==> config.mk <==
export PLATFORM = sky130hd
export DESIGN_NAME = me_search_ctrl_flat
export DESIGN_NICKNAME = d
export VERILOG_FILES = /design/src/rtl/me_search_if.sv /design/src/rtl/me_search_ctrl.sv /design/src/flat_wrapper.sv
export SDC_FILE = /design/constraint.sdc
export NUM_CORES = 1
export LEC_CHECK = 0
export ABC_AREA = 1
export BUFFER_PORTS_ARGS = -buffer_cell sky130_fd_sc_hd__buf_2
export CAP_MARGIN = 5
export CORE_MARGIN = 1.5
export CORE_UTILIZATION = 60
export CTS_CLUSTER_DIAMETER = 200
export DETAILED_ROUTE_END_ITERATION = 7
export MAX_ROUTING_LAYER = met4
export PLACE_DENSITY = 0.8
export SETUP_SLACK_MARGIN = 0.5
export SYNTH_ARGS = -nofsm -noshare
export SYNTH_HDL_FRONTEND = slang
export SYNTH_SLANG_ARGS = --single-unit
==> constraint.sdc <==
create_clock -name clk -period 5.76 [get_ports clk]
set_input_delay 1.152 -clock clk [delete_from_list [all_inputs] [get_ports clk]]
set_output_delay 1.152 -clock clk [all_outputs]
set_load 0.05 [all_outputs]
==> src/rtl/me_search_if.sv <==
// Motion-estimator search bus: start/busy/completed handshake,
// R/S memory address+data, and result fields.
interface me_search_if #(
  parameter int BLK  = 16,
  parameter int SRCH = 16,
  parameter int SW   = 32
);
  localparam int LB = $clog2(BLK);
  localparam int LS = $clog2(SRCH);
  localparam int LW = $clog2(SW);

  logic            start;
  logic            busy;
  logic            completed;
  logic [2*LB-1:0] AddressR;
  logic [2*LW-1:0] AddressS1;
  logic [7:0]      R;
  logic [7:0]      S1;
  logic [7:0]      BestDist;
  logic [LS-1:0]   motionX;
  logic [LS-1:0]   motionY;

  modport master (
    input  start, R, S1,
    output busy, completed,
    output AddressR, AddressS1,
    output BestDist, motionX, motionY
  );

  modport slave (
    output start, R, S1,
    input  busy, completed,
    input  AddressR, AddressS1,
    input  BestDist, motionX, motionY
  );
endinterface

==> src/rtl/me_search_ctrl.sv <==
// Full-search block-matching sequencer: walks cy,cx,py,px, accumulates
// SAD=sum|R-S1| per candidate, keeps the strict minimum.
// Ports: clk, reset (sync, active-high), bus (me_search_if.master):
//   start/busy/completed, AddressR/AddressS1 out, R/S1 in (1-cycle
//   latency), BestDist (saturated)/motionX/motionY results.
module me_search_ctrl #(
  parameter int BLK  = 16,
  parameter int SRCH = 16,
  parameter int SW   = 32
) (
  input  logic          clk,
  input  logic          reset,
  me_search_if.master   bus
);
  localparam int LB = $clog2(BLK);
  localparam int LS = $clog2(SRCH);
  localparam int LW = $clog2(SW);
  localparam int CW = 2*LB + 2*LS;
  localparam int AW = 2*LB + 8;

  typedef enum logic [1:0] {
    S_IDLE, S_RUN, S_DRAIN, S_DONE
  } state_t;

  state_t r_state, w_state_nxt;
  logic   w_accept, w_issue, w_done;

  // Counter fields, LSB first: px, py, cx, cy.
  logic [CW-1:0]   r_cnt, w_cnt_nxt;
  logic [2*LW-1:0] r_addr_s;
  logic [LB-1:0]   w_px, w_py;
  logic [LS-1:0]   w_cx, w_cy;
  logic [LW-1:0]   w_sx, w_sy;

  logic            r_vld, r_last;
  logic [LS-1:0]   r_dx, r_dy;
  logic [7:0]      w_diff;
  logic [AW-1:0]   r_acc, r_best, w_sad;
  logic [LS-1:0]   r_bx, r_by;

  logic            r_busy, r_comp;
  logic [7:0]      r_bd;
  logic [LS-1:0]   r_mx, r_my;

  always_comb begin
    w_state_nxt = r_state;
    w_accept    = 1'b0;
    w_issue     = 1'b0;
    w_done      = 1'b0;
    unique case (r_state)
      S_IDLE: begin
        if (bus.start) begin
          w_accept    = 1'b1;
          w_state_nxt = S_RUN;
        end
      end
      S_RUN: begin
        w_issue = 1'b1;
        if (&r_cnt) w_state_nxt = S_DRAIN;
      end
      S_DRAIN: w_state_nxt = S_DONE;
      S_DONE: begin
        w_done      = 1'b1;
        w_state_nxt = S_IDLE;
      end
      default: w_state_nxt = S_IDLE;
    endcase
  end

  always_ff @(posedge clk) begin
    if (reset) r_state <= S_IDLE;
    else       r_state <= w_state_nxt;
  end

  // Next S address is formed from the incremented counter so the
  // registered address lines up with r_cnt; wrap returns it to 0.
  assign w_cnt_nxt = r_cnt + CW'(1);
  assign w_px = w_cnt_nxt[LB-1:0];
  assign w_py = w_cnt_nxt[2*LB-1:LB];
  assign w_cx = w_cnt_nxt[2*LB+LS-1:2*LB];
  assign w_cy = w_cnt_nxt[CW-1:2*LB+LS];
  assign w_sx = LW'(w_cx) + LW'(w_px);
  assign w_sy = LW'(w_cy) + LW'(w_py);

  always_ff @(posedge clk) begin
    if (reset || w_accept) begin
      r_cnt    <= '0;
      r_addr_s <= '0;
    end else if (w_issue) begin
      r_cnt    <= w_cnt_nxt;
      r_addr_s <= {w_sy, w_sx};
    end
  end

  // Tag travelling with the data beat that returns next cycle.
  always_ff @(posedge clk) begin
    if (reset) begin
      r_vld  <= 1'b0;
      r_last <= 1'b0;
      r_dx   <= '0;
      r_dy   <= '0;
    end else begin
      r_vld  <= w_issue;
      r_last <= &r_cnt[2*LB-1:0];
      r_dx   <= r_cnt[2*LB+LS-1:2*LB];
      r_dy   <= r_cnt[CW-1:2*LB+LS];
    end
  end

  assign w_diff = (bus.R > bus.S1) ? bus.R - bus.S1
                                   : bus.S1 - bus.R;
  assign w_sad  = r_acc + AW'(w_diff);

  always_ff @(posedge clk) begin
    if (reset) begin
      r_acc  <= '0;
      r_best <= '0;
      r_bx   <= '0;
      r_by   <= '0;
    end else if (w_accept) begin
      r_acc  <= '0;
      r_best <= '1;
    end else if (r_vld) begin
      if (r_last) begin
        r_acc <= '0;
        if (w_sad < r_best) begin
          r_best <= w_sad;
          r_bx   <= r_dx;
          r_by   <= r_dy;
        end
      end else begin
        r_acc <= w_sad;
      end
    end
  end

  always_ff @(posedge clk) begin
    if (reset) begin
      r_busy <= 1'b0;
      r_comp <= 1'b0;
      r_bd   <= '0;
      r_mx   <= '0;
      r_my   <= '0;
    end else begin
      r_comp <= w_done;
      if (w_accept)    r_busy <= 1'b1;
      else if (w_done) r_busy <= 1'b0;
      if (w_done) begin
        r_bd <= (|r_best[AW-1:8]) ? 8'hFF : r_best[7:0];
        r_mx <= r_bx;
        r_my <= r_by;
      end
    end
  end

  assign bus.busy      = r_busy;
  assign bus.completed = r_comp;
  assign bus.AddressR  = r_cnt[2*LB-1:0];
  assign bus.AddressS1 = r_addr_s;
  assign bus.BestDist  = r_bd;
  assign bus.motionX   = r_mx;
  assign bus.motionY   = r_my;
endmodule

==> src/flat_wrapper.sv <==
// flat-port wrapper written by rule: the top's interface ports become plain ports
module me_search_ctrl_flat 
#(
  parameter int BLK  = 16,
  parameter int SRCH = 16,
  parameter int SW   = 32
)
  (clk, reset, bus_start, bus_R, bus_S1, bus_busy, bus_completed, bus_AddressR, bus_AddressS1, bus_BestDist, bus_motionX, bus_motionY);
  me_search_if #(.BLK(BLK), .SRCH(SRCH), .SW(SW)) bus_i ();
  input  logic clk;
  input  logic reset;
  input wire logic [$bits(bus_i.start)-1:0] bus_start;
  input wire logic [$bits(bus_i.R)-1:0] bus_R;
  input wire logic [$bits(bus_i.S1)-1:0] bus_S1;
  output wire logic [$bits(bus_i.busy)-1:0] bus_busy;
  output wire logic [$bits(bus_i.completed)-1:0] bus_completed;
  output wire logic [$bits(bus_i.AddressR)-1:0] bus_AddressR;
  output wire logic [$bits(bus_i.AddressS1)-1:0] bus_AddressS1;
  output wire logic [$bits(bus_i.BestDist)-1:0] bus_BestDist;
  output wire logic [$bits(bus_i.motionX)-1:0] bus_motionX;
  output wire logic [$bits(bus_i.motionY)-1:0] bus_motionY;
  assign bus_i.start = bus_start;
  assign bus_i.R = bus_R;
  assign bus_i.S1 = bus_S1;
  assign bus_busy = bus_i.busy;
  assign bus_completed = bus_i.completed;
  assign bus_AddressR = bus_i.AddressR;
  assign bus_AddressS1 = bus_i.AddressS1;
  assign bus_BestDist = bus_i.BestDist;
  assign bus_motionX = bus_i.motionX;
  assign bus_motionY = bus_i.motionY;
  me_search_ctrl #(.BLK(BLK), .SRCH(SRCH), .SW(SW)) u_core (.clk(clk), .reset(reset), .bus(bus_i));
endmodule
==> out/results.txt, run 1 <==
Top cells by area, synth - dfxtp_1 32%, nand2_1 12%, ha_1 11%
Initial DRC count - 286
Relative slew slack - 0.263
Synth area leader - dfxtp_1
Flops & latches, synth - 96
Max-Cap Viols - 0
Diode count - 0
Worst reg2reg setup slack - 2.65 ns
Clock Tree Root - clkbuf_8
Final core occ - 0.690
Routability cong. - 0.908
VDD IR max - 0.284 mV
Via density - 5.11
# IOs - 55
RSZ-0062 raised after global routing - false
Insertion delay to the later sink of the worst-skew pair - 0.38 ns
H-tree levels - 3
Synth top area share - 0.317
Capture point of the worst reg-to-reg path - u_core.r_by[3]
Die area - 10,700 sq um
Place WS - 0.338 ns
Status - completed
Synth warnings - 0
Clock transition at path regs - 0.12 ns
Core box area - 9770 sq um
# rows - 36
Largest fanout on the critical path - 6
Worst Tran Pin Value - 1.10 ns
Post-Synthesis Cell Area - 6060 sq um
Residual DRC - 0
Vias in the first global route - 4,637
Initial core utilization - 0.620
Ratio of final minimum period to clock period - 0.855
Hold buffers post-CTS - 0
CP peak stage delay - 0.36 ns
CP top delay family - simple AND/OR/NAND/NOR gates
Seq/Total Area, Yosys - 0.317
Crit path buf inv count - 7
Final ANT Viol Nets - 0
Reg-to-reg startpoint - u_core.r_acc[0]
Port Buffers - 54
Longest Clk Path Bufs - 2
Initial antenna violation count - 0
Chip height - 103 um
Layout cell share with drive strength beyond 1 - 0.145
Total Routing Usage GR - 0.248
Final #Nets - 1,007
# setup viols final - 0
Leak - 3.51 nW
Total CTS buffers - 9
Hpwl dp - 9230 um
Power Dens Cells - 375 nW/um^2
Die width - 103 um
Slowest CP cell - fa_2
Avg Synthesized Cell Area - 6.85 sq um
Yosys cell types - 37
CTS sink cnt - 96
Worst Setup Slack, final - 0.837 ns
Worst path arrival time - 5.20 ns
First-pass GRT wire length - 20,700 um
DRT Pass-1 Iters - 5
Fin. max-slew vios - 0
WHS Path Cells - 2
Peak Freq - 0.203 GHz
Post-synth EDFFs - 0
Async SR Flop Fraction - 0
Final Skew - 0.0207 ns
Minimum clock period - 4.92 ns
Total power - 2.53 mW
Area growth syn-to-layout - 11.4%
Worst EP required - 6.04 ns
GRT overflow - 0
Hold Path End - u_core.bus.motionY[0]
Critical setup path kind - input pin to register
Setup TNS - 0 ns
FF-to-FF path depth - 18
Min-Delay Startpoint - u_core.r_by[0]
Detailed Route WL - 13,000 um
Dominant synthesized flop cell - dfxtp_1
Largest net degree at the start of global routing - 43
Syn Nets - 960
Crit start category - input pin
Worst setup EP type - register
DR vias - 5,458
TritonCTS clock tree - yes
WL/cell - 12.1 um
Most used cell, CP - nand2_1
Post-synthesis cell count - 884
Hold Vio Cnt, Final - 0
HP Class - register to register
==> worst max path at each step <==
stage	startpoint	to	slack (ns)	cells after the start
after floorplan	bus_R[0]	u_core.r_best[12]	1.04	30
after global placement	bus_R[0]	u_core.r_best[13]	0.46	28
after detailed placement	bus_R[0]	u_core.r_bx[0]	0.34	28
after CTS	bus_R[0]	u_core.r_bx[1]	0.73	28
after global routing	bus_R[0]	u_core.r_best[15]	0.47	33
final	bus_R[0]	u_core.r_by[3]	0.84	31
==> per-stage QoR <==
stage	area (sq um)	cells	hold WS [ns]
6_report	6750	1069	0.469
3_3_place_gp	6340	1042	0.443
4_1_cts	6550	1058	0.463
2_1_floorplan	6060	884	0.430
3_5_place_dp	6340	1042	0.448
5_1_grt	6750	1069	0.493
==> flip-flops by register name, indices dropped and copies added (netlist names), 2 cells and up <==
signal,flops
u_core.bus.AddressS1,10
u_core.bus.motionX,4
u_core.r_bx,4
u_core.r_cnt,16
u_core.r_dy,4
u_core.r_acc,16
u_core.r_best,16
u_core.bus.motionY,4
u_core.bus.BestDist,8
u_core.r_state,2
u_core.r_by,4
u_core.r_dx,4
==> cells by family after synthesis <==
logic type / after synthesis / synth area share
buffers and inverters: 183 / 0.124
XOR/XNOR: 27 / 0.0403
AO/OA/AOI/OAI: 137 / 0.120
adder cells (fa/ha/maj): 57 / 0.124
flip-flops: 96 / 0.317
AND/OR/NAND/NOR: 384 / 0.275
==> layout by cell type, fill, tap and decap left out, types with 2 or more instances in the layout <==
master,n
o21ai_0,45
a21o_1,2
nand3_1,37
nor2_2,4
inv_8,2
dfxtp_1,96
nand3b_1,5
a21oi_2,4
nor3_1,8
ha_4,2
ha_2,4
nand2_1,195
ha_1,46
buf_2,55
clkinv_8,2
buf_4,12
nand4_1,15
a21oi_1,67
nand3_4,2
a31oi_1,7
inv_2,7
nand2_2,9
nor3_4,2
inv_1,142
nand2_4,2
o211ai_1,5
clkbuf_8,9
o21ai_2,3
xor2_1,23
xnor2_1,3
o21ai_1,4
fa_1,4
nor2_1,94
nand2_8,2
or2_2,2
inv_6,2
nand3_2,4
==> per-layer routing <==
metal | up-vias | GRT usage | routed length, um
met5 | - | - | 0
met4 | 0 | 0.0717 | 237
met3 | 22 | 0.0302 | 615
met2 | 147 | 0.377 | 5740
met1 | 2412 | 0.347 | 6390
li1 | 2877 | - | -
==> layout make-up <==
cell class              count  area, sq um
clock buffers               9          124
clock inverters             7         81.3
fillers                   884         3030
inverters                 149          559
multi-input cells         607         3520
flip-flops and latches     96         1920
well taps                 133          166
repair buffers             68          377
==> where the power goes <==
part	total, mW	internal [mW]	switching (mW)
sequential	0.879	0.794	0.0845
combinational	1.20	0.366	0.833
clock	0.453	0.174	0.279
total	2.53	1.33	1.20
==> Yosys cell counts, types with 3 or more instances <==
cell type,n
a21oi_1,69
a31oi_1,7
buf_1,3
buf_2,7
buf_4,11
clkbuf_1,11
dfxtp_1,96
fa_1,5
ha_1,52
inv_1,142
inv_2,7
nand2_1,201
nand2_2,5
nand3_1,38
nand3_2,3
nand3b_1,5
nand4_1,15
nor2_1,96
nor3_1,9
o211ai_1,5
o21ai_0,45
o21ai_1,5
xnor2_1,3
xor2_1,23
==> worst register-to-register path: cells and delay by family (launching register included) <==
kind                     cells  cell delay, ns
AO/OA/AOI/OAI                1            0.06
AND/OR/NAND/NOR             11            1.49
flip-flops                   1            0.34
adder cells (fa/ha/maj)      3            0.81
buffers and inverters        3            0.35
==> repair_timing <==
item / in CTS / in global routing
setup buffers: 0 / 8
resized for setup: 0 / 29
endpoints found under the setup margin: 0 / 24
Note: power is estimated with default switching activity, not from simulation.
==> run 2, diff against run 1 <==
--- a/config.mk
+++ b/config.mk
@@ -5,7 +5,6 @@
 export SDC_FILE = /design/constraint.sdc
 export NUM_CORES = 1
 export LEC_CHECK = 0
-export ABC_AREA = 1
 export BUFFER_PORTS_ARGS = -buffer_cell sky130_fd_sc_hd__buf_2
 export CAP_MARGIN = 5
 export CORE_MARGIN = 1.5
@@ -13,8 +12,9 @@
 export CTS_CLUSTER_DIAMETER = 200
 export DETAILED_ROUTE_END_ITERATION = 7
 export MAX_ROUTING_LAYER = met4
-export PLACE_DENSITY = 0.8
+export PLACE_DENSITY = 0.81
 export SETUP_SLACK_MARGIN = 0.5
+export SKIP_CTS_REPAIR_TIMING = 1
 export SYNTH_ARGS = -nofsm -noshare
 export SYNTH_HDL_FRONTEND = slang
 export SYNTH_SLANG_ARGS = --single-unit
==> run 2 against run 1 <==
  * First-iteration DRC count shrank 8.0%
  * Setup slack lost 0.65 ns
  * Sequential power shrank 9.2%
  * Power shrank 7.6%
  * Clock power grew 2%
  * Critical endpoint is now u_core.r_best[13]
  * Largest cell class unchanged
==> out/results.txt, run 2 <==
Flops & latches, synth - 96 (unchanged)
Post-place instance area - 6580 sq um (+3.7%)
Most common cell after layout, fill and taps aside - dfxtp_1
Residual DRC - 0 (unchanged)
Total CTS buffers - 9 (unchanged)
Clock Tree Root - clkbuf_8
Seq/Total Area, Yosys - 0.332 (+0.0147)
Synth warnings - 0 (unchanged)
WL met3 - 475 um (-23%)
Initial DRC count - 263 (-8.0%)
Largest regs - u_core.r_acc: 16 flops, u_core.r_best: 16 flops, u_core.r_cnt: 16 flops
Largest fanout on the critical path - 6 (unchanged)
Avg Synthesized Cell Area - 8.66 sq um (+26%)
Async SR Flop Fraction - 0 (unchanged)
HP Class - register to register
Min-Delay Startpoint - u_core.r_dx[0]
Total power - 2.34 mW (-7.6%)
Fin. max-slew vios - 0 (unchanged)
Yosys cell types - 64 (+73%)
FF-to-FF path depth - 15 (-3)
Worst setup EP type - register
Chip height - 101 um (-2.2%)
Most frequent cells after synthesis - 96 x dfxtp_1, 57 x inv_1, 57 x nor2_1
Insertion delay to the later sink of the worst-skew pair - 0.38 ns (about the same)
Hpwl dp - 9960 um (+7.9%)
Die width - 101 um (-2.2%)
Largest net degree at the start of global routing - 43 (unchanged)
Final ANT Viol Nets - 0 (unchanged)
WHS Path Cells - 2 (unchanged)
Hold Vio Cnt, Final - 0 (unchanged)
VDD IR max - 0.285 mV (+0.66%)
Post-Synthesis Cell Area - 5790 sq um (-4.4%)
Crit start category - input pin
Worst reg2reg setup slack - 2.09 ns (-0.56 ns)
Top cells by area, synth - dfxtp_1 33%, ha_1 11%, xor2_1 4.1%
Area growth syn-to-layout - 27.5%
Met2 WL - 7860 um (+37%)
Metal-1 WL - 6110 um (-4.5%)
# IOs - 55 (unchanged)
Final core occ - 0.795 (+0.105)
Final #Nets - 843 (-16%)
Die area - 10,300 sq um (-4.3%)
Synth area leader - dfxtp_1
Finished Cell Area - 7380 sq um (+9.4%)
Post-synthesis cell count - 669 (-24%)
Dominant synthesized flop cell - dfxtp_1
CTS sink cnt - 96 (unchanged)
H-tree levels - 3 (unchanged)
Commonest cells after routing, fill and taps aside - 96 x dfxtp_1, 67 x buf_4, 54 x nor2_1, 52 x inv_1, 52 x buf_2
Layout cell share with drive strength beyond 1 - 0.300 (+0.154)
Clock transition at path regs - 0.10 ns (-0.02 ns)
GRT overflow - 0 (unchanged)
Count leader, synth - dfxtp_1
Routability cong. - 0.920 (+1.2%)
Capture point of the worst reg-to-reg path - u_core.r_best[13]
Place WS - -0.269 ns (-0.607 ns)
Initial core utilization - 0.624 (+0.00391)
Synth top area share - 0.332 (+0.0147)
First-pass GRT wire length - 21,900 um (+6.0%)
Final Skew - 0.0178 ns (-0.00285 ns)
Diode count - 0 (unchanged)
Hold WS - 0.461 ns (-0.00794 ns)
Worst EP required - 6.03 ns (about the same)
Status - completed
Max-Cap Viols - 0 (unchanged)
Power Dens Cells - 317 nW/um^2 (-16%)
RSZ-0062 raised after global routing - true
Via density - 5.85 (+14%)
Peak Freq - 0.180 GHz (-12%)
Relative slew slack - 0.380 (+0.117)
Leak - 3.27 nW (-6.9%)
Hold Path End - u_core.r_bx[0]
WL/cell - 16.5 um (+36%)
DR vias - 5,261 (-3.6%)
Initial antenna violation count - 0 (unchanged)
# setup viols final - 0 (unchanged)
# rows - 35 (-2.8%)
Worst Setup Slack, final - 0.191 ns (-0.646 ns)
Critical setup path kind - input pin to register
Total Routing Usage GR - 0.275 (+0.0276)
Vias in the first global route - 4,914 (+6.0%)
TritonCTS clock tree - yes
Detailed Route WL - 14,800 um (+14%)
Longest Clk Path Bufs - 2 (unchanged)
DR top layer - met4
Ratio of final minimum period to clock period - 0.967 (+0.112)
Post-synth EDFFs - 0 (unchanged)
DRT Pass-1 Iters - 5 (unchanged)
Core box area - 9280 sq um (-5.0%)
Worst Tran Pin Value - 0.930 ns (-0.171 ns)
Minimum clock period - 5.57 ns (+0.646 ns)
Worst path arrival time - 5.84 ns (+0.64 ns)
Syn Nets - 745 (-22%)
Reg-to-reg startpoint - u_core.r_acc[0]
Worst Setup SP - bus_R[0]
Port Buffers - 54 (unchanged)
==> run 2: changes by cell type after synthesis, moves of 10 or more <==
cell | previous run | this run
o21ai_0 | 45 | 19
and3_1 | 0 | 10
nor2_1 | 96 | 57
mux2i_1 | 0 | 19
nand2_1 | 201 | 42
a211oi_1 | 0 | 10
inv_1 | 142 | 57
nor2b_1 | 0 | 13
a21oi_1 | 69 | 32
clkbuf_1 | 11 | 21
xnor2_1 | 3 | 23
==> run 2: worst max path at each step <==
stage	endpoint	slack, ns
after floorplan	u_core.r_best[11]	0.08
after global placement	u_core.r_best[13]	-0.14
after detailed placement	u_core.r_bx[1]	-0.27
after CTS	u_core.r_bx[1]	0.11
after global routing	u_core.r_best[13]	0.04
final	u_core.r_best[13]	0.19
==> run 2: metal layers <==
metal / vias up / GRT usage
met2: 128 / 0.491
li1: 2529 / -
met4: 0 / 0.105
met5: - / -
met1: 2568 / 0.306
met3: 36 / 0.0483
==> run 2: area by class of cell <==
cell class,instances,area (sq um)
clock buffer,9,124
clock inverter,6,77.6
fill,608,1900
inverter,57,226
multi-input combinational,474,3950
sequential,96,1920
tap,129,161
timing repair buffer,129,921
==> run 2: through the flow <==
step,std cells,TNS [ns]
2_1_floorplan,669,0
3_3_place_gp,875,-2.45
3_5_place_dp,875,-5.35
4_1_cts,890,0
5_1_grt,900,0
6_report,900,0
==> run 2: logic make-up (layout without fill, tap and decap cells) <==
kind of cell,Yosys count,count (layout),synth area share
and+or+nand+nor,198,198,0.167
AOI/OAI and AO/OA,144,144,0.179
buffers and inverters,99,201,0.0732
DFF,96,96,0.332
adders and majority gates,57,57,0.130
xor gates and xnor gates,50,50,0.0756
muxes,25,25,0.0445
==> run 2: worst max-delay path: stages <==
cell,delay [ns]
buf_12,0.11
inv_12,0.04
ha_4,0.12
inv_2,0.04
fa_2,0.37
nand3_4,0.11
a21oi_4,0.07
o21ai_4,0.16
buf_6,0.15
buf_6,0.09
mux2i_1,0.20
nand2_1,0.11
xor2_2,0.26
ha_4,0.26
a21o_1,0.20
a21oi_4,0.19
o21ai_2,0.11
a21oi_2,0.15
xor2_1,0.20
inv_1,0.11
ha_4,0.23
nand4_1,0.06
nor2_1,0.05
a221o_1,0.40
a211o_4,0.41
clkbuf_16,0.18
o311a_1,0.29
==> run 2: report_power, final <==
group	switching [mW]	leakage [nW]	internal, mW
Combinational	0.641	2.39	0.438
Sequential	0.0567	0.780	0.741
Clock	0.256	0.103	0.206
Total	0.954	3.27	1.39
